`config.mk`:
```
export PLATFORM = sky130hd
export DESIGN_NAME = pipeline_hazard_ctrl_flat
export DESIGN_NICKNAME = d
export VERILOG_FILES = /design/src/rtl/cpu_hazard_pkg.sv /design/src/rtl/pipeline_hazard_ctrl_if.sv /design/src/rtl/sat_counter.sv /design/src/rtl/pipeline_hazard_ctrl.sv /design/src/flat_wrapper.sv
export SDC_FILE = /design/constraint.sdc
export NUM_CORES = 1
export LEC_CHECK = 0
export BUFFER_PORTS_ARGS = -buffer_cell sky130_fd_sc_hd__buf_2
export CORE_MARGIN = 2
export CORE_UTILIZATION = 38
export DETAILED_ROUTE_END_ITERATION = 8
export GPL_ROUTABILITY_DRIVEN = 0
export GPL_TIMING_DRIVEN = 0
export PLACE_DENSITY_LB_ADDON = 0.05
export SYNTH_ARGS = -nofsm -noshare
export SYNTH_HDL_FRONTEND = slang
export SYNTH_SLANG_ARGS = --single-unit
```
`constraint.sdc`:
```
create_clock -name clk -period 2 [get_ports clk]
set_input_delay 0.1 -clock clk [delete_from_list [all_inputs] [get_ports clk]]
set_output_delay 0.1 -clock clk [all_outputs]
set_load 0.02 [all_outputs]
```
`src/rtl/cpu_hazard_pkg.sv`:
```
// ---------------------------------------------------------------------------
// cpu_hazard_pkg
// Shared definitions for the pipeline interlock controller of the 16-bit
// five-stage core.
//   - hz_state_e : interlock FSM state encodings (RUN / FLUSH / MEM_WAIT)
//   - REG_W      : register specifier width
//   - RS_HI/RT_HI: bit positions of the Rs / Rt fields in an instruction word
//   - NOP_INSTR  : instruction word that the pipeline registers load on a
//                  flush or bubble
//   - reg_hit()  : source/destination register match helper
// ---------------------------------------------------------------------------
package cpu_hazard_pkg;

  typedef enum logic [1:0] {
    HZ_RUN      = 2'd0,
    HZ_FLUSH    = 2'd1,
    HZ_MEM_WAIT = 2'd2
  } hz_state_e;

  localparam int REG_W = 3;

  localparam int RS_HI = 10;
  localparam int RS_LO = RS_HI - REG_W + 1;
  localparam int RT_HI = 7;
  localparam int RT_LO = RT_HI - REG_W + 1;

  localparam logic [15:0] NOP_INSTR = 16'h0000;

  // A source operand only creates a dependency if the instruction really
  // reads it. r0 is an ordinary register here, so a match on r0 also counts.
  function automatic logic reg_hit(input logic             used,
                                   input logic [REG_W-1:0] src,
                                   input logic [REG_W-1:0] dst);
    return used && (src == dst);
  endfunction

endpackage

```
`src/rtl/pipeline_hazard_ctrl_if.sv`:
```
// ---------------------------------------------------------------------------
// pipeline_hazard_ctrl_if
// Bundle between the pipeline datapath and the interlock controller.
//   Hazard information (datapath -> controller):
//     id_rs, id_rs_used, id_rt, id_rt_used   decode-stage source operands
//     ex_dest, ex_dest_valid, ex_is_load     execute-stage destination info
//     ex_redirect                            taken branch / jump in EX
//     mem_req, mem_ready                     data-memory handshake
//   Pipeline register control (controller -> datapath):
//     pc_en, if_id_en, if_id_flush, id_ex_en, id_ex_bubble,
//     ex_mem_en, mem_wb_bubble
// Modports: master = pipeline datapath, slave = interlock controller.
// ---------------------------------------------------------------------------
interface pipeline_hazard_ctrl_if;
  import cpu_hazard_pkg::*;

  logic [REG_W-1:0] id_rs;
  logic             id_rs_used;
  logic [REG_W-1:0] id_rt;
  logic             id_rt_used;
  logic [REG_W-1:0] ex_dest;
  logic             ex_dest_valid;
  logic             ex_is_load;
  logic             ex_redirect;
  logic             mem_req;
  logic             mem_ready;

  logic             pc_en;
  logic             if_id_en;
  logic             if_id_flush;
  logic             id_ex_en;
  logic             id_ex_bubble;
  logic             ex_mem_en;
  logic             mem_wb_bubble;

  modport master (
    output id_rs, id_rs_used, id_rt, id_rt_used,
           ex_dest, ex_dest_valid, ex_is_load, ex_redirect,
           mem_req, mem_ready,
    input  pc_en, if_id_en, if_id_flush, id_ex_en, id_ex_bubble,
           ex_mem_en, mem_wb_bubble
  );

  modport slave (
    input  id_rs, id_rs_used, id_rt, id_rt_used,
           ex_dest, ex_dest_valid, ex_is_load, ex_redirect,
           mem_req, mem_ready,
    output pc_en, if_id_en, if_id_flush, id_ex_en, id_ex_bubble,
           ex_mem_en, mem_wb_bubble
  );

endinterface

```
`src/rtl/sat_counter.sv`:
```
// ---------------------------------------------------------------------------
// sat_counter
// Saturating up-counter used for the interlock performance statistics.
//   clk    in   core clock
//   rst_n  in   synchronous reset, active-low
//   inc    in   count this cycle
//   clr    in   synchronous clear, wins over inc
//   count  out  CNT_W  current value, sticks at all-ones
// ---------------------------------------------------------------------------
module sat_counter #(
  parameter int CNT_W = 16
) (
  input  logic             clk,
  input  logic             rst_n,
  input  logic             inc,
  input  logic             clr,
  output logic [CNT_W-1:0] count
);

  // Clear has priority so software sees a clean zero right after clearing,
  // even if the event being counted is still happening.
  always_ff @(posedge clk) begin
    if (!rst_n) begin
      count <= '0;
    end else if (clr) begin
      count <= '0;
    end else if (inc && (count != '1)) begin
      count <= count + CNT_W'(1);
    end
  end

endmodule

```
`src/rtl/pipeline_hazard_ctrl.sv`:
```
// ---------------------------------------------------------------------------
// pipeline_hazard_ctrl
// Interlock / stall controller for the 16-bit five-stage core. Resolves the
// hazards forwarding cannot: load-use (one bubble), taken redirect from EX
// (multi-cycle IF/ID flush) and data-memory wait states (full freeze).
//   clk          in   core clock
//   rst_n        in   synchronous reset, active-low
//   hz           slave modport of pipeline_hazard_ctrl_if (hazard inputs,
//                pipeline register enables / flushes / bubbles)
//   perf_clr     in   synchronous clear of both performance counters
//   hz_state     out  2      current FSM state (debug)
//   stall_count  out  CNT_W  cycles with pc_en=0 (saturating)
//   flush_count  out  CNT_W  cycles with if_id_flush=1 (saturating)
// ---------------------------------------------------------------------------
module pipeline_hazard_ctrl
  import cpu_hazard_pkg::*;
#(
  parameter int REDIRECT_PENALTY = 2,
  parameter int CNT_W            = 16
) (
  input  logic                   clk,
  input  logic                   rst_n,
  pipeline_hazard_ctrl_if.slave  hz,
  input  logic                   perf_clr,
  output logic [1:0]             hz_state,
  output logic [CNT_W-1:0]       stall_count,
  output logic [CNT_W-1:0]       flush_count
);

  // fc counts the flush cycles still owed after the redirect cycle itself.
  localparam logic [2:0] FC_INIT = 3'(REDIRECT_PENALTY - 1);

  hz_state_e  state, state_nxt;
  hz_state_e  ret, ret_nxt;
  hz_state_e  eff_state;
  logic [2:0] fc, fc_nxt;

  logic memstall;
  logic load_use;

  logic pc_en;
  logic if_id_en;
  logic if_id_flush;
  logic id_ex_en;
  logic id_ex_bubble;
  logic ex_mem_en;
  logic mem_wb_bubble;

  assign memstall = hz.mem_req & ~hz.mem_ready;

  assign load_use = hz.ex_is_load & hz.ex_dest_valid &
                    (reg_hit(hz.id_rs_used, hz.id_rs, hz.ex_dest) |
                     reg_hit(hz.id_rt_used, hz.id_rt, hz.ex_dest));

  // When the memory wait finishes, the controller behaves as if it were
  // still in the state it was frozen in, so an interrupted flush resumes.
  assign eff_state = (state == HZ_MEM_WAIT) ? ret : state;

  // State register plus flush down-counter and the state to return to after
  // a memory wait.
  always_ff @(posedge clk) begin
    if (!rst_n) begin
      state <= HZ_RUN;
      fc    <= '0;
      ret   <= HZ_RUN;
    end else begin
      state <= state_nxt;
      fc    <= fc_nxt;
      ret   <= ret_nxt;
    end
  end

  // Next-state and pipeline control. Priority: reset, memory freeze,
  // redirect, flush in progress, load-use.
  always_comb begin
    state_nxt     = state;
    fc_nxt        = fc;
    ret_nxt       = ret;
    pc_en         = 1'b1;
    if_id_en      = 1'b1;
    if_id_flush   = 1'b0;
    id_ex_en      = 1'b1;
    id_ex_bubble  = 1'b0;
    ex_mem_en     = 1'b1;
    mem_wb_bubble = 1'b0;

    if (!rst_n) begin
      pc_en         = 1'b0;
      if_id_en      = 1'b0;
      id_ex_en      = 1'b0;
      ex_mem_en     = 1'b0;
      if_id_flush   = 1'b1;
      id_ex_bubble  = 1'b1;
      mem_wb_bubble = 1'b1;
    end else if (memstall) begin
      pc_en         = 1'b0;
      if_id_en      = 1'b0;
      id_ex_en      = 1'b0;
      ex_mem_en     = 1'b0;
      mem_wb_bubble = 1'b1;
      if (state != HZ_MEM_WAIT) begin
        state_nxt = HZ_MEM_WAIT;
        ret_nxt   = state;
      end
    end else if (hz.ex_redirect) begin
      // PC takes the branch target; the two younger instructions are dead.
      if_id_flush  = 1'b1;
      id_ex_bubble = 1'b1;
      if (REDIRECT_PENALTY > 1) begin
        state_nxt = HZ_FLUSH;
        fc_nxt    = FC_INIT;
      end else begin
        state_nxt = HZ_RUN;
        fc_nxt    = '0;
      end
    end else if (eff_state == HZ_FLUSH) begin
      // Decode holds a flushed NOP, so no load-use check here.
      if_id_flush = 1'b1;
      if (fc <= 3'd1) begin
        fc_nxt    = '0;
        state_nxt = HZ_RUN;
      end else begin
        fc_nxt    = fc - 3'd1;
        state_nxt = HZ_FLUSH;
      end
    end else begin
      state_nxt = HZ_RUN;
      if (load_use) begin
        pc_en        = 1'b0;
        if_id_en     = 1'b0;
        id_ex_bubble = 1'b1;
      end
    end
  end

  assign hz.pc_en         = pc_en;
  assign hz.if_id_en      = if_id_en;
  assign hz.if_id_flush   = if_id_flush;
  assign hz.id_ex_en      = id_ex_en;
  assign hz.id_ex_bubble  = id_ex_bubble;
  assign hz.ex_mem_en     = ex_mem_en;
  assign hz.mem_wb_bubble = mem_wb_bubble;

  assign hz_state = state;

  // Reset cycles force the controls but must not be counted.
  sat_counter #(.CNT_W(CNT_W)) u_stall_cnt (
    .clk   (clk),
    .rst_n (rst_n),
    .inc   (rst_n & ~pc_en),
    .clr   (perf_clr),
    .count (stall_count)
  );

  sat_counter #(.CNT_W(CNT_W)) u_flush_cnt (
    .clk   (clk),
    .rst_n (rst_n),
    .inc   (rst_n & if_id_flush),
    .clr   (perf_clr),
    .count (flush_count)
  );

endmodule

```
`src/flat_wrapper.sv`:
```
// flat-port wrapper written by rule: the top's interface ports become plain ports
module pipeline_hazard_ctrl_flat import cpu_hazard_pkg::*;
#(
  parameter int REDIRECT_PENALTY = 2,
  parameter int CNT_W            = 16
)
  (clk, rst_n, perf_clr, hz_state, stall_count, flush_count, hz_id_rs, hz_id_rs_used, hz_id_rt, hz_id_rt_used, hz_ex_dest, hz_ex_dest_valid, hz_ex_is_load, hz_ex_redirect, hz_mem_req, hz_mem_ready, hz_pc_en, hz_if_id_en, hz_if_id_flush, hz_id_ex_en, hz_id_ex_bubble, hz_ex_mem_en, hz_mem_wb_bubble);
  pipeline_hazard_ctrl_if hz_i ();
  input  logic clk;
  input  logic rst_n;
  input  logic perf_clr;
  output logic [1:0] hz_state;
  output logic [CNT_W-1:0] stall_count;
  output logic [CNT_W-1:0] flush_count;
  input wire logic [$bits(hz_i.id_rs)-1:0] hz_id_rs;
  input wire logic [$bits(hz_i.id_rs_used)-1:0] hz_id_rs_used;
  input wire logic [$bits(hz_i.id_rt)-1:0] hz_id_rt;
  input wire logic [$bits(hz_i.id_rt_used)-1:0] hz_id_rt_used;
  input wire logic [$bits(hz_i.ex_dest)-1:0] hz_ex_dest;
  input wire logic [$bits(hz_i.ex_dest_valid)-1:0] hz_ex_dest_valid;
  input wire logic [$bits(hz_i.ex_is_load)-1:0] hz_ex_is_load;
  input wire logic [$bits(hz_i.ex_redirect)-1:0] hz_ex_redirect;
  input wire logic [$bits(hz_i.mem_req)-1:0] hz_mem_req;
  input wire logic [$bits(hz_i.mem_ready)-1:0] hz_mem_ready;
  output wire logic [$bits(hz_i.pc_en)-1:0] hz_pc_en;
  output wire logic [$bits(hz_i.if_id_en)-1:0] hz_if_id_en;
  output wire logic [$bits(hz_i.if_id_flush)-1:0] hz_if_id_flush;
  output wire logic [$bits(hz_i.id_ex_en)-1:0] hz_id_ex_en;
  output wire logic [$bits(hz_i.id_ex_bubble)-1:0] hz_id_ex_bubble;
  output wire logic [$bits(hz_i.ex_mem_en)-1:0] hz_ex_mem_en;
  output wire logic [$bits(hz_i.mem_wb_bubble)-1:0] hz_mem_wb_bubble;
  assign hz_i.id_rs = hz_id_rs;
  assign hz_i.id_rs_used = hz_id_rs_used;
  assign hz_i.id_rt = hz_id_rt;
  assign hz_i.id_rt_used = hz_id_rt_used;
  assign hz_i.ex_dest = hz_ex_dest;
  assign hz_i.ex_dest_valid = hz_ex_dest_valid;
  assign hz_i.ex_is_load = hz_ex_is_load;
  assign hz_i.ex_redirect = hz_ex_redirect;
  assign hz_i.mem_req = hz_mem_req;
  assign hz_i.mem_ready = hz_mem_ready;
  assign hz_pc_en = hz_i.pc_en;
  assign hz_if_id_en = hz_i.if_id_en;
  assign hz_if_id_flush = hz_i.if_id_flush;
  assign hz_id_ex_en = hz_i.id_ex_en;
  assign hz_id_ex_bubble = hz_i.id_ex_bubble;
  assign hz_ex_mem_en = hz_i.ex_mem_en;
  assign hz_mem_wb_bubble = hz_i.mem_wb_bubble;
  pipeline_hazard_ctrl #(.REDIRECT_PENALTY(REDIRECT_PENALTY), .CNT_W(CNT_W)) u_core (.clk(clk), .rst_n(rst_n), .hz(hz_i), .perf_clr(perf_clr), .hz_state(hz_state), .stall_count(stall_count), .flush_count(flush_count));
endmodule
```
==> results of run 1 <==
[critical path: stages (launching register included)]
cell and delay (ns):
dfxtp_2 0.38, ha_2 0.22, nand3_1 0.14, or4_4 0.62, o211ai_4 0.16, a21oi_1 0.14
mux2i_1 0.13
[worst max-delay path by stage]
stage                                 from                            to  slack [ns]  depth (start not counted)
2_1_floorplan  u_core.u_stall_cnt.count[0]  u_core.u_stall_cnt.count[11]        0.03                          6
3_3_place_gp   u_core.u_stall_cnt.count[0]  u_core.u_stall_cnt.count[11]       -0.08                          6
3_5_place_dp   u_core.u_stall_cnt.count[0]   u_core.u_stall_cnt.count[4]       -0.09                          6
4_1_cts        u_core.u_stall_cnt.count[1]   u_core.u_stall_cnt.count[4]        0.01                          6
5_1_grt        u_core.u_stall_cnt.count[0]   u_core.u_stall_cnt.count[1]      0.0006                          6
6_report       u_core.u_stall_cnt.count[0]   u_core.u_stall_cnt.count[4]         0.1                          6
[layer usage]
metal	vias up	routed length, microns
li1	1098	-
met5	-	0
met3	6	238
met4	0	61
met1	996	2800
met2	42	2440
[registers in the layout, indices dropped and copies added, names as in the netlist]
signal                    count
u_core.hz_state               2
u_core.fc                     3
u_core.ret                    2
u_core.u_flush_cnt.count     16
u_core.u_stall_cnt.count     16
[final cells by class]
type                       count  share of cell area
clock buffer                   6              0.0287
buffer                        11              0.0269
multi-input combinational    209               0.513
clock inverter                 2              0.0122
inverter                       8              0.0104
timing repair buffer          59               0.103
tap                           75              0.0326
sequential                    39               0.273
[power by group through the flow]
stage / Clock (mW) / Sequential, mW / Combinational (mW)
after global routing: 0.755 / 0.790 / 0.192
after CTS: 0.724 / 0.789 / 0.171
after floorplan: 0 / 0.810 / 0.109
after global placement: 0 / 0.807 / 0.167
final: 0.706 / 0.789 / 0.171
after detailed placement: 0 / 0.807 / 0.169
[cells in the final DEF (no fill, tap or decap), types with 9 or more instances in the layout]
master / instances
mux2i_1: 14
nand2_1: 31
a21oi_1: 14
nand4_1: 9
a211oi_1: 10
xnor2_1: 18
nor2_1: 20
buf_2: 59
nand3_1: 14
dfxtp_1: 34
[repair_timing]
action                     CTS  global route
cloned                       0             1
setup endpoints to repair    8            23
pin swaps                    0             3
resized for setup            4            10
setup buffers                0             1
[metrics by stage]
stage / setup WS [ns] / instances / hold slack, ns / TNS (ns) / power, mW
2_1_floorplan: 0.0327 / 266 / 0.231 / 0 / 0.919
4_1_cts: 0.0113 / 407 / 0.102 / 0 / 1.68
5_1_grt: 0.000641 / 409 / 0.110 / 0 / 1.74
3_3_place_gp: -0.0827 / 399 / 0.412 / -0.434 / 0.975
3_5_place_dp: -0.0882 / 399 / 0.418 / -0.458 / 0.976
6_report: 0.0978 / 409 / 0.104 / 0 / 1.67
[kinds of logic after synthesis]
kind of cell | Yosys count | share of synthesized area
adder cells (fa/ha/maj) | 4 | 0.0217
AO/OA/AOI/OAI | 55 | 0.182
XOR/XNOR | 18 | 0.0685
buffers and inverters | 19 | 0.0457
flip-flops | 39 | 0.339
AND/OR/NAND/NOR | 117 | 0.283
multiplexers | 14 | 0.0609
==> key figures, run 1 <==
Setup path
  • Crit Reg-Reg Endpoint: u_core.u_stall_cnt.count[4]
  • R2R Setup Slk: between 0.09 and 0.1 ns
  • Crit end category: flip-flop
  • Startpoint class of the critical path: flip-flop
  • WP data arrival: between 2 and 2.5 ns
  • Req. time, crit path: 2.18 ns
  • Reg-to-Reg Start: u_core.u_stall_cnt.count[0]
  • CP max FO: 6
  • R2R cell count: 6
  • Setup CP Type: flip-flop to flip-flop

Yosys
  • Synth Flop Type: dfxtp_1
  • Post-Syn Area: 2300 sq um
  • Synthesized instance count: between 200 and 300
  • Area share of the largest cell type after synthesis: 0.339
  • Asr flop ratio synth: 0
  • #FFs+latches synth: 39
  • Synth Net Count: 289
  • Cell accounting for the most synthesized area: dfxtp_1
  • Synth cell types: 55
  • EDFF count, synth: 0
  • Most frequent cell after synthesis: dfxtp_1
  • Seq/Total Area, Yosys: 0.339
  • Yosys warning total: 0
  • Post-synth top cells: dfxtp_1 (39), nand2_1 (31), nor2_1 (20)
  • Synth area leaders: dfxtp_1 (34%), xnor2_1 (6.8%), mux2i_1 (6.1%)
  • Post-Syn Area per Cell: around 8.7 sq um

Global routing
  • Initial antenna violation count: 0
  • Grt met3 use: 0.0363
  • Vias in the first global route: ~1900
  • Global-route wire length before repair: around 9000 microns
  • Most used routing layer: met2
  • Total grt overflow: 0
  • Largest net degree at the start of global routing: 13
  • Grt met2 use: 0.280
  • Total GRT Usage: 0.174
  • Met1 Usage GRT: 0.236

Final layout
  • Syn-to-layout area delta: 25.1%
  • Post-route cell area: ~2900 sq um
  • Post-Route Utilization: 0.489
  • Area of the multi-input gates: approximately 1500 sq um
  • Proportion of layout cells with a drive suffix above 1: 0.329
  • Antenna cells: 0
  • # fillers: between 500 and 600
  • Number of nets in the layout: roughly 360
  • Reg area: roughly 800 sq um

Min path
  • Hold_sp: rst_n
  • Hold Path Class: primary input to flip-flop
  • Hold EP: u_core.ret[1]
  • Hold Path Cell Cnt: 3

Route
  • Drt first pass iters: 4
  • WL final: about 5500 microns
  • Antenna viol nets, final: 0
  • Iter 0 DRT Violations: 96
  • Remaining DRCs: 0
  • Via/cell ratio: 5.24
  • Vias: 2142
  • WL per Instance: around 14 microns

Floorplan
  • Die Area: 6700 sq um
  • Starting Density: 0.391
  • FP Rows: 28
  • Total I/O pin count: 60
  • Core box area: 5890 sq um
  • Die H: 81.8 microns
  • Die X: ~80 microns

Power
  • Pwr per Cell Area: between 500 and 600 nW/um^2
  • Pleak: ~1.1 nW
  • Comb power frac: 0.103
  • P_sw: 0.407 mW
  • Peak supply drop: 0.227 mV
  • Seq pwr share: 0.474
  • Clock Power Share: 0.424
  • Sw frac: 0.244
  • Internal Power: between 1 and 1.5 mW

Timing
  • Final min period: around 1.9 ns
  • Period utilization: 0.951
  • Final hold violation count: 0
  • RSZ-0062 raised after global routing: no
  • Final slew viol count: 0
  • Layout Skew: 0.00657 ns
  • Worst-Margin Slew: 0.576 ns
  • Fmax achieved: ~530 MHz
  • Final Setup Violations: 0
  • Slew HR: 0.606

Run
  • Max-Cap Viols: 0

Clock tree
  • Cts hold-fix bufs: 0
  • Cts bufs inserted: 5
  • Sink Count: 39
  • CTS root buf: clkbuf_8
  • CTS tree: yes
  • Clock Path Buffers: 2
  • Clock Latency Late Sink: roughly 0.3 ns
  • Htree depth: 2
  • Worst-path clk slew: around 0.080 ns

Place
  • IO Port Bufs: 58
  • Placed cell areas: roughly 2700 sq um
  • DP HPWL: 3970 microns

Run status
  • Outcome: completed
Note: power is estimated with default switching activity, not from simulation.
==> run 2, diff against run 1 <==
==> constraint.sdc (replaced) <==
create_clock -name clk -period 2.2 [get_ports clk]
set_input_delay 0.11 -clock clk [delete_from_list [all_inputs] [get_ports clk]]
set_output_delay 0.11 -clock clk [all_outputs]
set_load 0.02 [all_outputs]
==> run 2 against run 1 <==
Fmax decreased by 6.0%. Global-route usage shrank 0.19 points. Routed wire length fell by 1.8%. Non-clock buffer count is 1 lower. First-iteration DRC count increased by 18%. Final cell count fell by 0.49%. Die area is the same. Final area is 2.0% lower. Count of clock-buffer cells in the layout unchanged. Sequential power fell by 9.1%. Setup slack better by 0.079 ns. Combinational power shrank 11%.
==> key figures, run 2 (same netlist as run 1, synthesis figures left out) <==
Floorplan
  • FP Rows: 28 (unchanged)
  • Die X: 81.8 microns (unchanged)
  • Die H: 81.8 microns (unchanged)
  • Starting Density: 0.391 (unchanged)
  • Total I/O pin count: 60 (unchanged)
  • Die Area: 6700 sq um (unchanged)
  • Core box area: 5890 sq um (unchanged)

Power
  • Peak supply drop: 0.206 mV (-9.0%)
  • Pleak: 1.03 nW (-3.7%)
  • Pwr per Cell Area: 535 nW/um^2 (-7.5%)

Run
  • Max-Cap Viols: 0 (unchanged)

Clock tree
  • Clock Path Buffers: 2 (unchanged)
  • Cts bufs inserted: 5 (unchanged)
  • Clock Latency Late Sink: 0.30 ns (about the same)
  • Worst-path clk slew: 0.08 ns (about the same)
  • CTS tree: yes
  • Sink Count: 39 (unchanged)
  • Htree depth: 2 (unchanged)
  • Setup bufs post-CTS: 0 (unchanged)
  • CTS root buf: clkbuf_8

Final layout
  • Syn-to-layout area delta: 22.6%
  • Area of the multi-input gates: 1430 sq um (-2.9%)
  • Leading cell type in the layout, fill and taps excluded: buf_2
  • Highest-count cells in the layout ignoring fill and taps: buf_2 (60), dfxtp_1 (39), nand2_1 (31)
  • # fillers: 578 (+0.70%)
  • Number of nets in the layout: 354 (-0.56%)
  • Antenna cells: 0 (unchanged)
  • Proportion of layout cells with a drive suffix above 1: 0.301 (-0.0281)
  • Reg area: 781 sq um (-0.79%)
  • Biggest regs: u_core.u_flush_cnt.count: 16 flops, u_core.u_stall_cnt.count: 16 flops, u_core.fc: 3 flops

Global routing
  • Total GRT Usage: 0.172 (-0.00188)
  • Largest net degree at the start of global routing: 13 (unchanged)
  • Global-route wire length before repair: 8940 microns (-1.2%)
  • Vias in the first global route: 1883 (-0.63%)
  • Total grt overflow: 0 (unchanged)
  • Initial antenna violation count: 0 (unchanged)

Timing
  • Final hold violation count: 0 (unchanged)
  • RSZ-0062 raised after global routing: no
  • Final slew viol count: 0 (unchanged)
  • Setup TNS: 0 ns (unchanged)
  • Fmax achieved: 494 MHz (-6.0%)
  • Final Setup Violations: 0 (unchanged)
  • Slew HR: 0.619 (+0.0129)
  • WHS: 0.115 ns (+0.0106 ns)
  • Period utilization: 0.920 (-0.0312)
  • Worst-Margin Slew: 0.557 ns (-0.0189 ns)
  • Final min period: 2.02 ns (+0.121 ns)
  • Layout Skew: 0.00695 ns (+0.000387 ns)

Min path
  • Hold Path Class: primary input to flip-flop

Run status
  • Outcome: completed

Route
  • Antenna viol nets, final: 0 (unchanged)
  • WL final: 5430 microns (-1.8%)
  • Via/cell ratio: 5.21 (-0.45%)
  • Drt first pass iters: 4 (unchanged)
  • Remaining DRCs: 0 (unchanged)
  • Iter 0 DRT Violations: 113 (+18%)
  • WL per Instance: 13.3 microns (-1.3%)
  • Vias: 2122 (-0.93%)

Place
  • DP HPWL: 3970 microns (unchanged)
  • IO Port Bufs: 58 (unchanged)

Setup path
  • Startpoint class of the critical path: flip-flop
  • Setup CP Type: flip-flop to flip-flop
  • Req. time, crit path: 2.38 ns (+0.20 ns)
  • WP data arrival: 2.21 ns (+0.12 ns)
  • Crit end category: flip-flop
  • CP max FO: 10 (+4)
## run 2: timing repair
action                                  CTS  global route
endpoints found under the setup margin    0             5
hold buffers                              0             0
gates resized for setup                   0             3
## run 2: worst paths after layout
check	from	to	slack, ns	cells after the start
worst min-delay path	rst_n	u_core.ret[1]	0.11	3
worst max-delay path	u_core.u_stall_cnt.count[0]	u_core.u_stall_cnt.count[11]	0.18	6
worst min register to register	u_core.ret[1]	u_core.ret[1]	0.49	2
worst max register to register	u_core.u_stall_cnt.count[0]	u_core.u_stall_cnt.count[11]	0.18	6
## run 2: per-layer routing
metal	GRT usage	vias up	routed length (microns)	part of all wire
met1	0.233	980	2790	0.51
met2	0.276	45	2340	0.43
met4	0.0483	0	62	0.011
met5	0	-	0	0
li1	-	1091	-	-
met3	0.0363	6	244	0.045
## run 2: metrics by stage
step / setup WS (ns) / utilization / total power, mW / std cells / cell area [sq um]
floorplan: 0.233 / - / 0.836 / 266 / 2300
global placement: 0.117 / 0.456 / 0.886 / 399 / 2690
detailed placement: 0.112 / 0.456 / 0.887 / 399 / 2690
CTS: 0.0872 / 0.476 / 1.53 / 407 / 2800
global route: 0.00110 / 0.479 / 1.58 / 407 / 2820
finish: 0.176 / 0.479 / 1.51 / 407 / 2820
## run 2: area by class of cell
cell class | count | area share
clock inverter | 2 | 0.0124
buffer | 11 | 0.0266
inverter | 8 | 0.0106
tap | 75 | 0.0333
timing repair buffer | 58 | 0.103
sequential | 39 | 0.277
multi-input combinational | 208 | 0.508
clock buffer | 6 | 0.0293
## run 2: critical path, cell delays in order (launching register included)
cell and delay (ns):
dfxtp_1 0.42, ha_1 0.26, nand3_1 0.15, or4_4 0.60, o211ai_4 0.19, a21oi_1 0.15, mux2i_1 0.14
## run 2: power by group
part	switching (mW)	internal (mW)
Sequential	0.00554	0.711
Clock	0.271	0.367
Combinational	0.0884	0.0643
Total	0.365	1.14
==> run 3, diff against run 2 <==
--- a/config.mk
+++ b/config.mk
@@ -6,7 +6,6 @@
 export NUM_CORES = 1
 export LEC_CHECK = 0
 export BUFFER_PORTS_ARGS = -buffer_cell sky130_fd_sc_hd__buf_2
-export CORE_MARGIN = 2
 export CORE_UTILIZATION = 38
 export DETAILED_ROUTE_END_ITERATION = 8
 export GPL_ROUTABILITY_DRIVEN = 0
==> constraint.sdc (replaced) <==
create_clock -name clk -period 2.6 [get_ports clk]
set_input_delay 0.52 -clock clk [delete_from_list [all_inputs] [get_ports clk]]
set_output_delay 0.52 -clock clk [all_outputs]
set_load 0.02 [all_outputs]
==> run 3 against run 2 <==
Sequential cell count unchanged. Highest routed layer unchanged. Combinational power is 16% lower. First-iteration DRC count down 41%. Clock power decreased by 37%. Power shrank 24%. Final cell count shrank 0.74%. Via count fell by 0.75%. Clock skew increased by 0.0023 ns. Setup slack better by 0.20 ns. Critical path depth up 2.
==> key figures, run 3 (same netlist as run 1, synthesis figures left out) <==
Clock tree
  • Sink Count: 39 (unchanged)
  • Worst-path clk slew: 0.08 ns (about the same)
  • CTS tree: yes
  • Cts bufs inserted: 5 (unchanged)
  • PostCTS Resize Cnt: 0 (unchanged)
  • Setup bufs post-CTS: 0 (unchanged)
  • Clock Latency Late Sink: 0.30 ns (about the same)
  • Cts hold-fix bufs: 0 (unchanged)
  • Clock Path Buffers: 2 (unchanged)
  • CTS root buf: clkbuf_8
  • Htree depth: 2 (unchanged)

Floorplan
  • Core box area: 5680 sq um (-3.6%)
  • Die Area: 6370 sq um (-4.8%)
  • Starting Density: 0.406 (+0.0145)
  • Die X: 79.8 microns (-2.4%)
  • FP Rows: 27 (-3.6%)
  • Total I/O pin count: 60 (unchanged)
  • Die H: 79.8 microns (-2.4%)

Final layout
  • Leading cell type in the layout, fill and taps excluded: buf_2
  • Syn-to-layout area delta: 20.2%
  • Antenna cells: 0 (unchanged)
  • Proportion of layout cells with a drive suffix above 1: 0.298 (-0.00301)
  • Post-Route Utilization: 0.487 (+0.00805)
  • # fillers: 591 (+2.2%)
  • Biggest regs: u_core.u_flush_cnt.count: 16 flops, u_core.u_stall_cnt.count: 16 flops, u_core.fc: 3 flops
  • Number of nets in the layout: 354 (unchanged)
  • Highest-count cells in the layout ignoring fill and taps: buf_2 (60), dfxtp_1 (39), nand2_1 (31)
  • Area of the multi-input gates: 1420 sq um (-1.2%)
  • Reg area: 781 sq um (unchanged)

Place
  • Pre-CTS setup slack: 0.377 ns (+0.265 ns)
  • DP HPWL: 3960 microns (-0.24%)
  • IO Port Bufs: 58 (unchanged)

Setup path
  • Setup CP Type: primary input to output port
  • CP top delay family: simple AND/OR/NAND/NOR gates
  • Req. time, crit path: 2.08 ns (-0.30 ns)
  • WP data arrival: 1.70 ns (-0.51 ns)
  • Crit end category: output port
  • CP max FO: 4 (-6)
  • CP peak stage delay: 0.27 ns (-0.33 ns)
  • Crit path buffers/inverters: 3 (+3)
  • Startpoint class of the critical path: primary input
  • Worst path slowest cell: and4_2
  • R2R Setup Slk: 0.44 ns (+0.26 ns)
  • CP cell instances: buf_2 -> xnor2_1 -> and4_2 -> o21ai_0 -> nor2_1 -> nor2_1 -> buf_4 -> buf_2

Route
  • Iter 0 DRT Violations: 67 (-41%)
  • Antenna viol nets, final: 0 (unchanged)
  • WL final: 5290 microns (-2.6%)
  • Remaining DRCs: 0 (unchanged)
  • Vias: 2106 (-0.75%)
  • Via/cell ratio: 5.21 (about the same)
  • WL per Instance: 13.1 microns (-1.9%)
  • Drt first pass iters: 4 (unchanged)

Global routing
  • Global-route wire length before repair: 9200 microns (+2.9%)
  • Total GRT Usage: 0.183 (+0.0113)
  • Initial antenna violation count: 0 (unchanged)
  • Vias in the first global route: 1986 (+5.5%)
  • Largest net degree at the start of global routing: 13 (unchanged)
  • Total grt overflow: 0 (unchanged)

Timing
  • Setup TNS: 0 ns (unchanged)
  • Final Setup Violations: 0 (unchanged)
  • Final slew viol count: 0 (unchanged)
  • Period utilization: 0.855
  • Worst-Margin Slew: 0.558 ns (+0.00116 ns)
  • RSZ-0062 raised after global routing: no
  • Final min period: ~2.2 ns
  • Setup WS post-layout: 0.376 ns (+0.200 ns)
  • Fmax achieved: 450 MHz
  • Slew HR: 0.618 (-0.000790)
  • Final hold violation count: 0 (unchanged)
  • WHS: 0.481 ns (+0.366 ns)
  • Layout Skew: 0.00925 ns (+0.00230 ns)

Power
  • Clock Power Share: 0.355 (-0.068)
  • Comb power frac: 0.112 (+0.011)
  • Pwr per Cell Area: 412 nW/um^2 (-23%)
  • Peak supply drop: 0.213 mV (+3.1%)
  • Pleak: 1.01 nW (-1.6%)
  • Internal Power: 0.840 mW (-27%)
  • Sw frac: 0.262 (+0.0203)
  • Seq pwr share: 0.533 (+0.058)
  • P_sw: 0.299 mW (-18%)

Min path
  • Hold Path Class: flip-flop to flip-flop

Run status
  • Outcome: completed

Run
  • Max-Cap Viols: 0 (unchanged)
-- run 3: cell count changes in the layout (fill, tap and decap cells not counted) --
| cell | change |
|---|---|
| bufinv_16 | -1 |
| clkbuf_8 | -1 |
| clkinv_2 | +2 |
| nand2_2 | +1 |
| nand2_4 | -1 |
| o211ai_2 | +1 |
| o211ai_4 | -1 |
| or4_1 | +1 |
| or4_4 | -1 |
-- run 3: routing by layer --
layer  track usage  vias up  wire [microns]
li1              -     1088               -
met1         0.232      975            2610
met2         0.303       34            2410
met3        0.0366        9             181
met4        0.0732        0              90
met5             0        -               0
-- run 3: area by class of cell --
type	instances	area share
repair buffers	58	0.105
plain buffers	11	0.0271
well taps	72	0.0326
clock inverters	3	0.00543
multi-input cells	208	0.512
flip-flops and latches	39	0.282
inverters	8	0.0109
clock buffers	5	0.0249
-- run 3: final timing paths --
path,from,end,cells after the start
min reg2reg,u_core.u_stall_cnt.count[15],u_core.u_stall_cnt.count[15],2
max,hz_ex_dest[0],hz_pc_en,8
max reg2reg,u_core.u_stall_cnt.count[0],u_core.u_stall_cnt.count[11],6
min,u_core.u_stall_cnt.count[15],u_core.u_stall_cnt.count[15],2
-- run 3: power groups by stage --
stage | Combinational (mW) | Clock [mW] | Sequential (mW)
after floorplan | 0.0836 | 0 | 0.623
after global placement | 0.128 | 0 | 0.621
after detailed placement | 0.129 | 0 | 0.621
after CTS | 0.130 | 0.420 | 0.607
after global routing | 0.142 | 0.446 | 0.608
final | 0.128 | 0.404 | 0.607
-- run 3: stage by stage --
step | power (mW) | cell area (sq um) | instances
after detailed placement | 0.750 | 2680 | 396
after global placement | 0.749 | 2680 | 396
after floorplan | 0.707 | 2300 | 266
after CTS | 1.16 | 2770 | 404
after global routing | 1.20 | 2770 | 404
final | 1.14 | 2770 | 404
-- run 3: tightest hold or removal path: cells and delay by family, from the launching register on --
kind,cells,cell delay (ns)
mux,1,0.05
simple gates,1,0.06
flops,1,0.33
